**src/rtl/multicycle_control.sv**
```systemverilog
// Main control FSM for the multicycle CPU: sequences fetch/decode/execute/memory/writeback
// and drives all datapath controls combinationally from state; memory states hold until mem_ready.
module multicycle_control (
  input  logic       clk,
  input  logic       rst,
  input  logic [5:0] opcode,
  input  logic       mem_ready,
  output logic       mem_req,
  output logic       IorD,
  output logic       MemWrite,
  output logic       IRWrite,
  output logic       PCWrite,
  output logic       Branch,
  output logic       BranchNE,
  output logic [1:0] PCSrc,
  output logic       ALUSrcA,
  output logic [1:0] ALUSrcB,
  output logic [1:0] ALUOp,
  output logic       RegWrite,
  output logic       RegDst,
  output logic       MemtoReg,
  output logic       illegal_op,
  output logic       instr_done,
  output logic [3:0] state
);

  localparam logic [5:0] OP_RTYPE = 6'b000000;
  localparam logic [5:0] OP_LW    = 6'b100011;
  localparam logic [5:0] OP_SW    = 6'b101011;
  localparam logic [5:0] OP_BEQ   = 6'b000100;
  localparam logic [5:0] OP_BNE   = 6'b000101;
  localparam logic [5:0] OP_ADDI  = 6'b001000;
  localparam logic [5:0] OP_J     = 6'b000010;

  typedef enum logic [3:0] {
    S_IDLE    = 4'd0,
    S_FETCH   = 4'd1,
    S_DECODE  = 4'd2,
    S_MEMADR  = 4'd3,
    S_MEMRD   = 4'd4,
    S_MEMWB   = 4'd5,
    S_MEMWR   = 4'd6,
    S_EXECUTE = 4'd7,
    S_ALUWB   = 4'd8,
    S_BRANCH  = 4'd9,
    S_ADDIEX  = 4'd10,
    S_ADDIWB  = 4'd11,
    S_JUMP    = 4'd12
  } state_t;

  state_t state_q, state_d;

  always_ff @(posedge clk) begin
    if (rst) begin
      state_q <= S_IDLE;
    end else begin
      state_q <= state_d;
    end
  end

  assign state = state_q;

  always_comb begin
    state_d    = state_q;
    mem_req    = 1'b0;
    IorD       = 1'b0;
    MemWrite   = 1'b0;
    IRWrite    = 1'b0;
    PCWrite    = 1'b0;
    Branch     = 1'b0;
    BranchNE   = 1'b0;
    PCSrc      = 2'b00;
    ALUSrcA    = 1'b0;
    ALUSrcB    = 2'b00;
    ALUOp      = 2'b00;
    RegWrite   = 1'b0;
    RegDst     = 1'b0;
    MemtoReg   = 1'b0;
    illegal_op = 1'b0;
    instr_done = 1'b0;

    case (state_q)
      S_IDLE: begin
        state_d = S_FETCH;
      end

      // PC+4 is computed every fetch cycle but only committed with the IR on mem_ready.
      S_FETCH: begin
        mem_req = 1'b1;
        ALUSrcB = 2'b01;
        ALUOp   = 2'b10;
        IRWrite = mem_ready;
        PCWrite = mem_ready;
        if (mem_ready) begin
          state_d = S_DECODE;
        end
      end

      S_DECODE: begin
        ALUSrcB = 2'b11;
        ALUOp   = 2'b10;
        case (opcode)
          OP_LW, OP_SW:     state_d = S_MEMADR;
          OP_RTYPE:         state_d = S_EXECUTE;
          OP_BEQ, OP_BNE:   state_d = S_BRANCH;
          OP_ADDI:          state_d = S_ADDIEX;
          OP_J:             state_d = S_JUMP;
          default: begin
            illegal_op = 1'b1;
            instr_done = 1'b1;
            state_d    = S_FETCH;
          end
        endcase
      end

      S_MEMADR: begin
        ALUSrcA = 1'b1;
        ALUSrcB = 2'b10;
        ALUOp   = 2'b10;
        state_d = (opcode == OP_SW) ? S_MEMWR : S_MEMRD;
      end

      S_MEMRD: begin
        mem_req = 1'b1;
        IorD    = 1'b1;
        if (mem_ready) begin
          state_d = S_MEMWB;
        end
      end

      S_MEMWB: begin
        RegWrite   = 1'b1;
        MemtoReg   = 1'b1;
        instr_done = 1'b1;
        state_d    = S_FETCH;
      end

      S_MEMWR: begin
        mem_req  = 1'b1;
        IorD     = 1'b1;
        MemWrite = 1'b1;
        if (mem_ready) begin
          instr_done = 1'b1;
          state_d    = S_FETCH;
        end
      end

      S_EXECUTE: begin
        ALUSrcA = 1'b1;
        state_d = S_ALUWB;
      end

      S_ALUWB: begin
        RegWrite   = 1'b1;
        RegDst     = 1'b1;
        instr_done = 1'b1;
        state_d    = S_FETCH;
      end

      S_BRANCH: begin
        ALUSrcA    = 1'b1;
        ALUOp      = 2'b01;
        PCSrc      = 2'b01;
        Branch     = (opcode == OP_BEQ);
        BranchNE   = (opcode == OP_BNE);
        instr_done = 1'b1;
        state_d    = S_FETCH;
      end

      S_ADDIEX: begin
        ALUSrcA = 1'b1;
        ALUSrcB = 2'b10;
        ALUOp   = 2'b10;
        state_d = S_ADDIWB;
      end

      S_ADDIWB: begin
        RegWrite   = 1'b1;
        instr_done = 1'b1;
        state_d    = S_FETCH;
      end

      S_JUMP: begin
        PCWrite    = 1'b1;
        PCSrc      = 2'b10;
        instr_done = 1'b1;
        state_d    = S_FETCH;
      end

      // Unused encodings recover through IDLE with all controls quiet.
      default: begin
        state_d = S_IDLE;
      end
    endcase
  end

endmodule

```
**config.mk**
```make
export PLATFORM = sky130hd
export DESIGN_NAME = multicycle_control
export DESIGN_NICKNAME = d
export VERILOG_FILES = /design/src/rtl/multicycle_control.sv
export SDC_FILE = /design/constraint.sdc
export NUM_CORES = 1
export LEC_CHECK = 0
export CORE_MARGIN = 8
export CORE_UTILIZATION = 25
export CTS_CLUSTER_SIZE = 28
export DETAILED_ROUTE_END_ITERATION = 8
export PLACE_DENSITY = 0.6
export SKIP_LAST_GASP = 1
export SLEW_MARGIN = 20
export SYNTH_ARGS = -nofsm -noshare
export SYNTH_HDL_FRONTEND = slang
export SYNTH_SLANG_ARGS = --single-unit
export TNS_END_PERCENT = 100
```
**constraint.sdc**
```tcl
create_clock -name clk -period 1.4 [get_ports clk]
set_input_delay 0.14 -clock clk [delete_from_list [all_inputs] [get_ports clk]]
set_output_delay 0.14 -clock clk [all_outputs]
set_load 0.02 [all_outputs]
```
==> results of run 1 <==
==> cell type report <==
class / instances / area [sq um]
repair buffers: 77 / 694
well taps: 27 / 33.8
flip-flops and latches: 4 / 95.1
fillers: 135 / 490
clock buffers: 4 / 26.3
inverters: 5 / 18.8
multi-input cells: 67 / 623
==> synthesized netlist by cell type (2+ instances only) <==
cell type,instances
nor3b_1,2
clkbuf_1,3
nor2b_1,5
o21ai_0,4
dfxtp_1,4
nor3_1,4
a2111oi_0,2
a21oi_1,8
inv_1,4
nor2_1,10
nand3_1,3
nand2b_1,3
or3_1,2
nand2_1,5
==> path summary, 6_finish.rpt <==
kind	cells after the start	end	slack, ns	startpoint
worst min-delay path	2	state[1]$_SDFFE_PP0P_	0.54	rst
worst max register to register	5	state[1]$_SDFFE_PP0P_	-0.26	state[3]$_SDFFE_PP0P_
worst max-delay path	5	state[1]$_SDFFE_PP0P_	-0.26	state[3]$_SDFFE_PP0P_
worst min register to register	3	state[2]$_SDFFE_PP0P_	0.76	state[3]$_SDFFE_PP0P_
==> routing by layer <==
metal  up-vias  routed length [um]  GRT usage
li1        451                   -          -
met1       434                1010      0.149
met2        29                1440      0.264
met3         6                 160     0.0329
met4         0                  46     0.0422
met5         -                   0          0
==> through the flow <==
stage	power (uW)	hold WS [ns]	utilization	setup TNS, ns	cell area [sq um]
global route	660	0.545	0.753	-3.17	1490
global placement	391	0.671	0.607	-7.13	1200
CTS	582	0.517	0.678	-2.43	1340
detailed placement	395	0.665	0.607	-7.55	1200
floorplan	245	0.195	-	-0.211	648
finish	616	0.536	0.753	-1.98	1490
==> logic make-up (layout without fill, tap and decap cells) <==
| family | after synthesis | after routing | share of synthesized area |
|---|---|---|---|
| AOI/OAI and AO/OA | 24 | 24 | 0.312 |
| xor gates and xnor gates | 2 | 2 | 0.0331 |
| buffers and inverters | 11 | 86 | 0.0874 |
| DFF | 4 | 4 | 0.151 |
| and+or+nand+nor | 41 | 41 | 0.416 |
==> power breakdown <==
| part | internal [uW] | switching (uW) |
|---|---|---|
| registers | 114 | 11.4 |
| clock network | 108 | 61.8 |
| logic | 175 | 146 |
==> critical path: cells and delay by family (launching register included) <==
| kind | cells | cell delay, ns |
|---|---|---|
| compound gates | 2 | 0.49 |
| buf+inv | 1 | 0.13 |
| flops | 1 | 0.38 |
| simple gates | 2 | 0.58 |
==> timing repair <==
| item | in CTS | in global routing |
|---|---|---|
| setup endpoints to repair | 25 | 25 |
| gates resized for setup | 114 | 40 |
| pin swaps | 5 | 12 |
| buffers inserted | 9 | 5 |
| hold buffers | 0 | 0 |
==> flow_summary.yaml, run 1 <==
run_status:
  outcome: "finished, violations left"
  violations: "negative setup slack"
yosys:
  synthFlopType: "dfxtp_1"
  synthTopCellsByArea: "dfxtp_1 15%, a21oi_1 7.6%, nor2_1 7.1%"
  yosysTopAreaCellShare: 0.151
  async_flop_share: 0
  syn_avg_cell_area_sq_um: 6.45
  synth_top_area_cell: "dfxtp_1"
  yosysSeqAreaShare: 0.151
  synth_edf_count: 0
  synth_cell_type_count: 37
  ys_warn_count: 0
  syn_inst: 82
  synth_area_sq_um: 529
  synth_nets: 91
  synth-seq-cells: 4
global_route:
  grt_overflow: 0
  grt_pass1_vias: 854
  grt_max_degree: 12
  grt_usage: 0.140
  grt_pass1_wl_um: 4070
  antenna_found_initial: 0
die:
  die_h_um: 62.0
  initial_utilization: 0.267
  die_width_um: 62.0
  coreArea_sq_um: 1980
  rows: 16
  die-area_sq_um: 3850
  io_pins: 32
setup_path:
  slowest_delay_ns: 0.43
  start_kind: "flip-flop"
  worstPathRequired_ns: 1.57
  cp_slowest_cell: "or4_4"
  cp_max_fo: 7
  criticalPathCategory: "reg -> reg"
  cp_data_arrival_time_ns: 1.83
  path_cells: "buf_6 -> nand4b_1 -> or4_4 -> a311o_1 -> a211oi_2"
  cp-end-kind: "flip-flop"
sta:
  hold_viol_final: 0
  setup_viol: 16
  fin_crit_ns: 1.66
  finalMaxSlewViolations: 0
  clock.fmax_ghz: 0.601
  rsz0062_at_grt: "true"
  period_share: 1.19
  setup_ws_ns: -0.264
  fin_skew_ns: 0.0159
  slew_headroom: 0.676
  tightest_slew_ns: 0.485
power_and_ir_drop:
  p_per_area_nw_per_um2: 413
  vdd_drop_max_uv: 580
  leakage_uw: 0.000693
clock_tree:
  h-tree-depth: 1
  cts_inserted_buffers: 3
  clkTransAtPathRegs_ns: 0.05
  cts_root_buffer: "clkbuf_4"
  cts_tree: "done"
  clk_latency_ns: 0.25
  ctsLongestPathBuffers: 2
  clock_sinks: 4
placement:
  io_buffers: 31
  gp_congestion: 0.875
  dpl.hpwl_um: 1830
  dp_cells: 167
  pre_cts_ws_ns: -0.686
cells_and_area:
  area_growth_pct: 182
  layout.cells.non_filler: 184
  nets: 167
  layout_common_cells: "38 x buf_4, 24 x buf_6, 7 x dlygate4sd2_1, 6 x a21oi_1"
  drive_gt1_frac: 0.656
  layout_commonest_cell: "buf_4"
  diodes: 0
  largest_register_ff_count: 4
min_path:
  min_path_type: "in -> reg"
routing:
  ant_nets: 0
  num_vias: 920
  wire_per_inst_um: 14.5
  drcViolationCount: 0
  firstDrtPassIters: 4
  finalWirelength_um: 2660
  viasPerCell: 5.00
  drtIter0Drc: 12
job:
  drv_cap: 0
Note: power is estimated with default switching activity, not from simulation.
==> run 2, diff against run 1 <==
CELL_PAD_IN_SITES_DETAIL_PLACEMENT = 1   (was default)
CELL_PAD_IN_SITES_GLOBAL_PLACEMENT = 2   (was default)
CORE_UTILIZATION = 15   (was 25)
PLACE_DENSITY = 0.72   (was 0.6)
==> run 2 against run 1 <==
  * The flow still finishes with violations (negative setup slack)
  * Clock skew is 0.011 ns lower
  * Via count decreased by 2.7%
  * Power is 6.9% lower
  * Final cell count up 9.2%
  * Clock power is 8% lower
  * Clock-buffer cell count unchanged
  * Critical path type unchanged
  * Critical endpoint unchanged
  * Largest cell class unchanged
  * Largest power group unchanged
==> flow_summary.yaml, run 2 (synthesized netlist as in run 1, its figures left out) <==
run_status:
  outcome: "finished, violations left"
  violations: "negative setup slack"
min_path:
  min_path_type: "in -> reg"
  hold-path-cell-count: 6
global_route:
  grt_overflow: 0
  grt_pass1_vias: 983
  grt_usage: 0.106
  antenna_found_initial: 0
  grt_max_degree: 13
  grt_pass1_wl_um: 4730
power_and_ir_drop:
  p_int_uw: 373
  vdd_drop_max_uv: 191
  power.share.clock: 0.272
  switching_share: 0.350
  combPwrFrac: 0.509
  p_sw_uw: 201
  power_frac_seq: 0.218
  p_per_area_nw_per_um2: 404
  leakage_uw: 0.000638
cells_and_area:
  nets: 165
  drive_gt1_frac: 0.619
  diodes: 0
  layout_common_cells: "43 x buf_4, 15 x buf_6, 8 x dlygate4sd2_1"
  fillers: 439
  largest_register_ff_count: 4
  area_growth_pct: 168
  layout_commonest_cell: "buf_4"
routing:
  drcViolationCount: 0
  viasPerCell: 4.45
  wire_per_inst_um: 14.1
  num_vias: 895
  firstDrtPassIters: 2
  finalWirelength_um: 2840
  drtIter0Drc: 17
  ant_nets: 0
clock_tree:
  clkTransAtPathRegs_ns: 0.04
  cts_inserted_buffers: 3
  cts_tree: "done"
  ctsLongestPathBuffers: 2
  cts_root_buffer: "clkbuf_4"
  clock_sinks: 4
  h-tree-depth: 1
  clk_latency_ns: 0.23
setup_path:
  rr_endpoint: "state[1]$_SDFFE_PP0P_"
  rrSetupSlack_ns: -0.24
  worstPathRequired_ns: 1.54
  criticalPathCategory: "reg -> reg"
  crit_end: "state[1]$_SDFFE_PP0P_"
  cp_max_fo: 8
  slowest_delay_ns: 0.42
  ff2ff_path_depth: 5
  cp_slowest_cell: "or4_1"
  r2r-start: "state[3]$_SDFFE_PP0P_"
  path_cells: "buf_6 -> nand4b_1 -> or4_1 -> a311o_1 -> a211oi_2"
  start_kind: "flip-flop"
  startpoint: "state[3]$_SDFFE_PP0P_"
  cp-end-kind: "flip-flop"
  cp_data_arrival_time_ns: 1.79
placement:
  dpl.hpwl_um: 2220
  gp_congestion: 0.847
  io_buffers: 31
  pre_cts_ws_ns: -0.723
sta:
  period_share: 1.17
  setup_viol: 13
  setup_ws_ns: -0.244
  finalMaxSlewViolations: 0
  tightest_slew_ns: 0.502
  fin_crit_ns: 1.64
  slew_headroom: 0.665
  clock.fmax_ghz: 0.608
  holdWs_ns: 0.543
  rsz0062_at_grt: "true"
  fin_skew_ns: 0.00469
  hold_viol_final: 0
die:
  die_h_um: 75.4
  die-area_sq_um: 5690
  rows: 21
  initial_utilization: 0.157
  coreArea_sq_um: 3360
  die_width_um: 75.4
  io_pins: 32
job:
  drv_cap: 0
[run 2: cell types whose count changed in the layout (fill, tap and decap cells not counted), sizes merged]
| cell | delta |
|---|---|
| buf | -2 |
| dlygate4sd2 | +1 |
| clkdlybuf4s15 | +2 |
| clkdlybuf4s50 | -1 |
| dlymetal6s2s | -2 |
[run 2: worst min-delay path by stage]
stage,start,endpoint,slack (ns)
3_3_place_gp,state[3]$_SDFFE_PP0P_,state[2]$_SDFFE_PP0P_,0.66
3_5_place_dp,state[3]$_SDFFE_PP0P_,state[2]$_SDFFE_PP0P_,0.66
6_report,opcode[4],state[3]$_SDFFE_PP0P_,0.54
2_1_floorplan,rst,state[1]$_SDFFE_PP0P_,0.20
5_1_grt,rst,state[1]$_SDFFE_PP0P_,0.58
4_1_cts,rst,state[1]$_SDFFE_PP0P_,0.55
[run 2: critical path: cells and delay by family (launching register included)]
kind | cells | cell delay, ns
AO/OA/AOI/OAI | 2 | 0.49
AND/OR/NAND/NOR | 2 | 0.57
flip-flops | 1 | 0.37
buffers and inverters | 1 | 0.13
[run 2: per-layer routing]
layer  global-route usage  vias up  share of wire
met5                    0        -              0
met4               0.0213        0         0.0081
met3               0.0303        2          0.031
met2                0.202       14           0.54
met1                0.111      436           0.43
li1                     -      443              -
[run 2: timing repair]
item                       in CTS  in global routing
hold buffers                    0                  0
gates resized for setup       120                 17
pin swaps                       8                  4
setup endpoints to repair      27                 19
setup buffers                   7                  1
[run 2: through the flow]
| step | total power (uW) | util | instances | TNS, ns | cell area [sq um] |
|---|---|---|---|---|---|
| after floorplan | 245 | - | 82 | -0.211 | 648 |
| after global placement | 397 | 0.371 | 189 | -8.05 | 1250 |
| after detailed placement | 403 | 0.371 | 189 | -8.54 | 1250 |
| after CTS | 568 | 0.406 | 200 | -1.90 | 1360 |
| after global routing | 615 | 0.422 | 201 | -2.54 | 1420 |
| final | 573 | 0.422 | 201 | -1.61 | 1420 |
[run 2: power by group through the flow]
stage	clock network (uW)	registers (uW)	logic, uW
3_3_place_gp	0	128	270
2_1_floorplan	0	129	116
6_report	156	125	292
4_1_cts	165	125	278
3_5_place_dp	0	128	275
5_1_grt	173	127	315
[run 2: final cells by class]
type | instances | area, sq um | area share
Multi-Input combinational cell | 67 | 587 | 0.413
Inverter | 5 | 18.8 | 0.0132
Clock buffer | 4 | 26.3 | 0.0185
Sequential cell | 4 | 95.1 | 0.0670
Tap cell | 46 | 57.6 | 0.0405
Timing Repair Buffer | 75 | 636 | 0.448
==> run 3, diff against run 2 <==
PLACE_DENSITY = default   (was 0.72)
PLACE_DENSITY_LB_ADDON = 0.2   (was default)
==> run 3 against run 2 <==
  * The run still ends with negative setup slack left
  * Via count decreased by 4.1%
  * Final area increased by 2.1%
  * Power increased by 3.6%
  * First-iteration DRC count decreased by 53%
  * Core utilization increased by 0.89 points
  * Critical path type is now in -> reg
  * Highest routed layer is now met3
==> flow_summary.yaml, run 3 (synthesized netlist as in run 1, its figures left out) <==
run_status:
  outcome: "finished, violations left"
  violations: "negative setup slack"
global_route:
  antenna_found_initial: 0
  grt_pass1_wl_um: 4180
  grt_max_degree: 12
  grt_overflow: 0
  grt_pass1_vias: 947
  grt_usage: 0.0919
routing:
  finalWirelength_um: 2660
  viasPerCell: 4.36
  drtIter0Drc: 8
  firstDrtPassIters: 4
  wire_per_inst_um: 13.5
  drcViolationCount: 0
  num_vias: 858
  ant_nets: 0
clock_tree:
  h-tree-depth: 1
  ctsLongestPathBuffers: 2
  clk_latency_ns: 0.23
  clkTransAtPathRegs_ns: 0.04
  cts_inserted_buffers: 3
  cts_root_buffer: "clkbuf_4"
  clock_sinks: 4
  cts_tree: "done"
setup_path:
  rrSetupSlack_ns: -0.23
  slowest_delay_ns: 0.52
  cp_data_arrival_time_ns: 1.79
  startpoint: "opcode[3]"
  path_cells: "clkdlybuf4s50_1 -> buf_4 -> inv_2 -> or4_1 -> a311o_1 -> a211oi_2"
  r2r-start: "state[3]$_SDFFE_PP0P_"
  cp_slowest_cell: "or4_1"
  worstPathRequired_ns: 1.55
  start_kind: "input pin"
  criticalPathCategory: "in -> reg"
  cp_max_fo: 3
  cp-end-kind: "flip-flop"
sta:
  finalMaxSlewViolations: 0
  clock.fmax_ghz: 0.609
  hold_viol_final: 0
  tightest_slew_ns: 0.446
  fin_crit_ns: 1.64
  period_share: 1.17
  setup_ws_ns: -0.243
  rsz0062_at_grt: "true"
  fin_skew_ns: 0.00820
  slew_headroom: 0.702
  setup_viol: 14
cells_and_area:
  seq_area_sq_um: 95.1
  nets: 161
  diodes: 0
  largest_register_ff_count: 4
  layout_common_cells: "35 x buf_4, 18 x buf_6, 6 x nor2_1, 5 x nand2_1, 5 x a21oi_1"
  fin_util: 0.431
  area_growth_pct: 174
  drive_gt1_frac: 0.629
  multi_input_area_sq_um: 613
  layout_commonest_cell: "buf_4"
  layout.cells.non_filler: 197
  fillers: 439
power_and_ir_drop:
  leakage_uw: 0.000656
  p_per_area_nw_per_um2: 410
  vdd_drop_max_uv: 235
die:
  io_pins: 32
  initial_utilization: 0.157
  die_width_um: 75.4
  die_h_um: 75.4
  die-area_sq_um: 5690
  rows: 21
  coreArea_sq_um: 3360
placement:
  dp_cells: 190
  dpl.hpwl_um: 2180
  gp_congestion: 0.728
  io_buffers: 31
min_path:
  min_path_type: "in -> reg"
  hp-start: "opcode[4]"
job:
  drv_cap: 0
-- run 3: cell types whose count changed in the layout (fill, tap and decap cells not counted), moves of 2 or more --
cell	delta
dlygate4sd2_1	-5
buf_6	+3
dlymetal6s2s_1	+3
nor2b_4	+2
buf_4	-8
-- run 3: area by class of cell --
cell class | instances | share of cell area
Timing Repair Buffer | 71 | 0.441
Multi-Input combinational cell | 67 | 0.423
Sequential cell | 4 | 0.0656
Tap cell | 46 | 0.0397
Clock buffer | 4 | 0.0181
Inverter | 5 | 0.0129
-- run 3: path summary, 6_finish.rpt --
kind                           end  cells past startpoint
max          state[1]$_SDFFE_PP0P_                      6
min          state[3]$_SDFFE_PP0P_                      6
max reg2reg  state[1]$_SDFFE_PP0P_                      5
min reg2reg  state[3]$_SDFFE_PP0P_                      3
-- run 3: stage by stage --
step	cell area (sq um)	power, uW	hold WS [ns]	setup slack [ns]	setup TNS, ns
3_3_place_gp	1260	401	0.668	-0.651	-7.97
5_1_grt	1450	640	0.551	-0.313	-2.65
2_1_floorplan	648	245	0.195	-0.0767	-0.211
4_1_cts	1350	582	0.541	-0.269	-2.19
3_5_place_dp	1260	406	0.672	-0.802	-8.79
6_report	1450	594	0.551	-0.243	-1.44
-- run 3: layer usage --
| metal | global-route usage | vias to the layer above | wire [um] | part of all wire |
|---|---|---|---|---|
| li1 | - | 443 | - | - |
| met1 | 0.102 | 401 | 1110 | 0.42 |
| met2 | 0.175 | 14 | 1410 | 0.53 |
| met3 | 0.0171 | 0 | 144 | 0.054 |
| met4 | 0.0192 | 0 | 0 | 0 |
| met5 | 0 | - | 0 | 0 |
-- run 3: power by group --
part	internal (uW)	total, uW	leakage (uW)	switching [uW]
registers	115	128	0.0000355	12.9
logic	172	314	0.000606	142
clock network	107	152	0.0000150	45.7
-- run 3: worst max-delay path: cells and delay by family --
kind	cells	cell delay (ns)
AOI/OAI and AO/OA	2	0.47
buffers and inverters	3	0.67
and+or+nand+nor	1	0.52
-- run 3: timing repair --
action / CTS / global route
setup buffers: 2 / 3
pin swaps: 11 / 8
gates resized for setup: 116 / 34
hold buffers: 0 / 0
setup endpoints to repair: 26 / 24
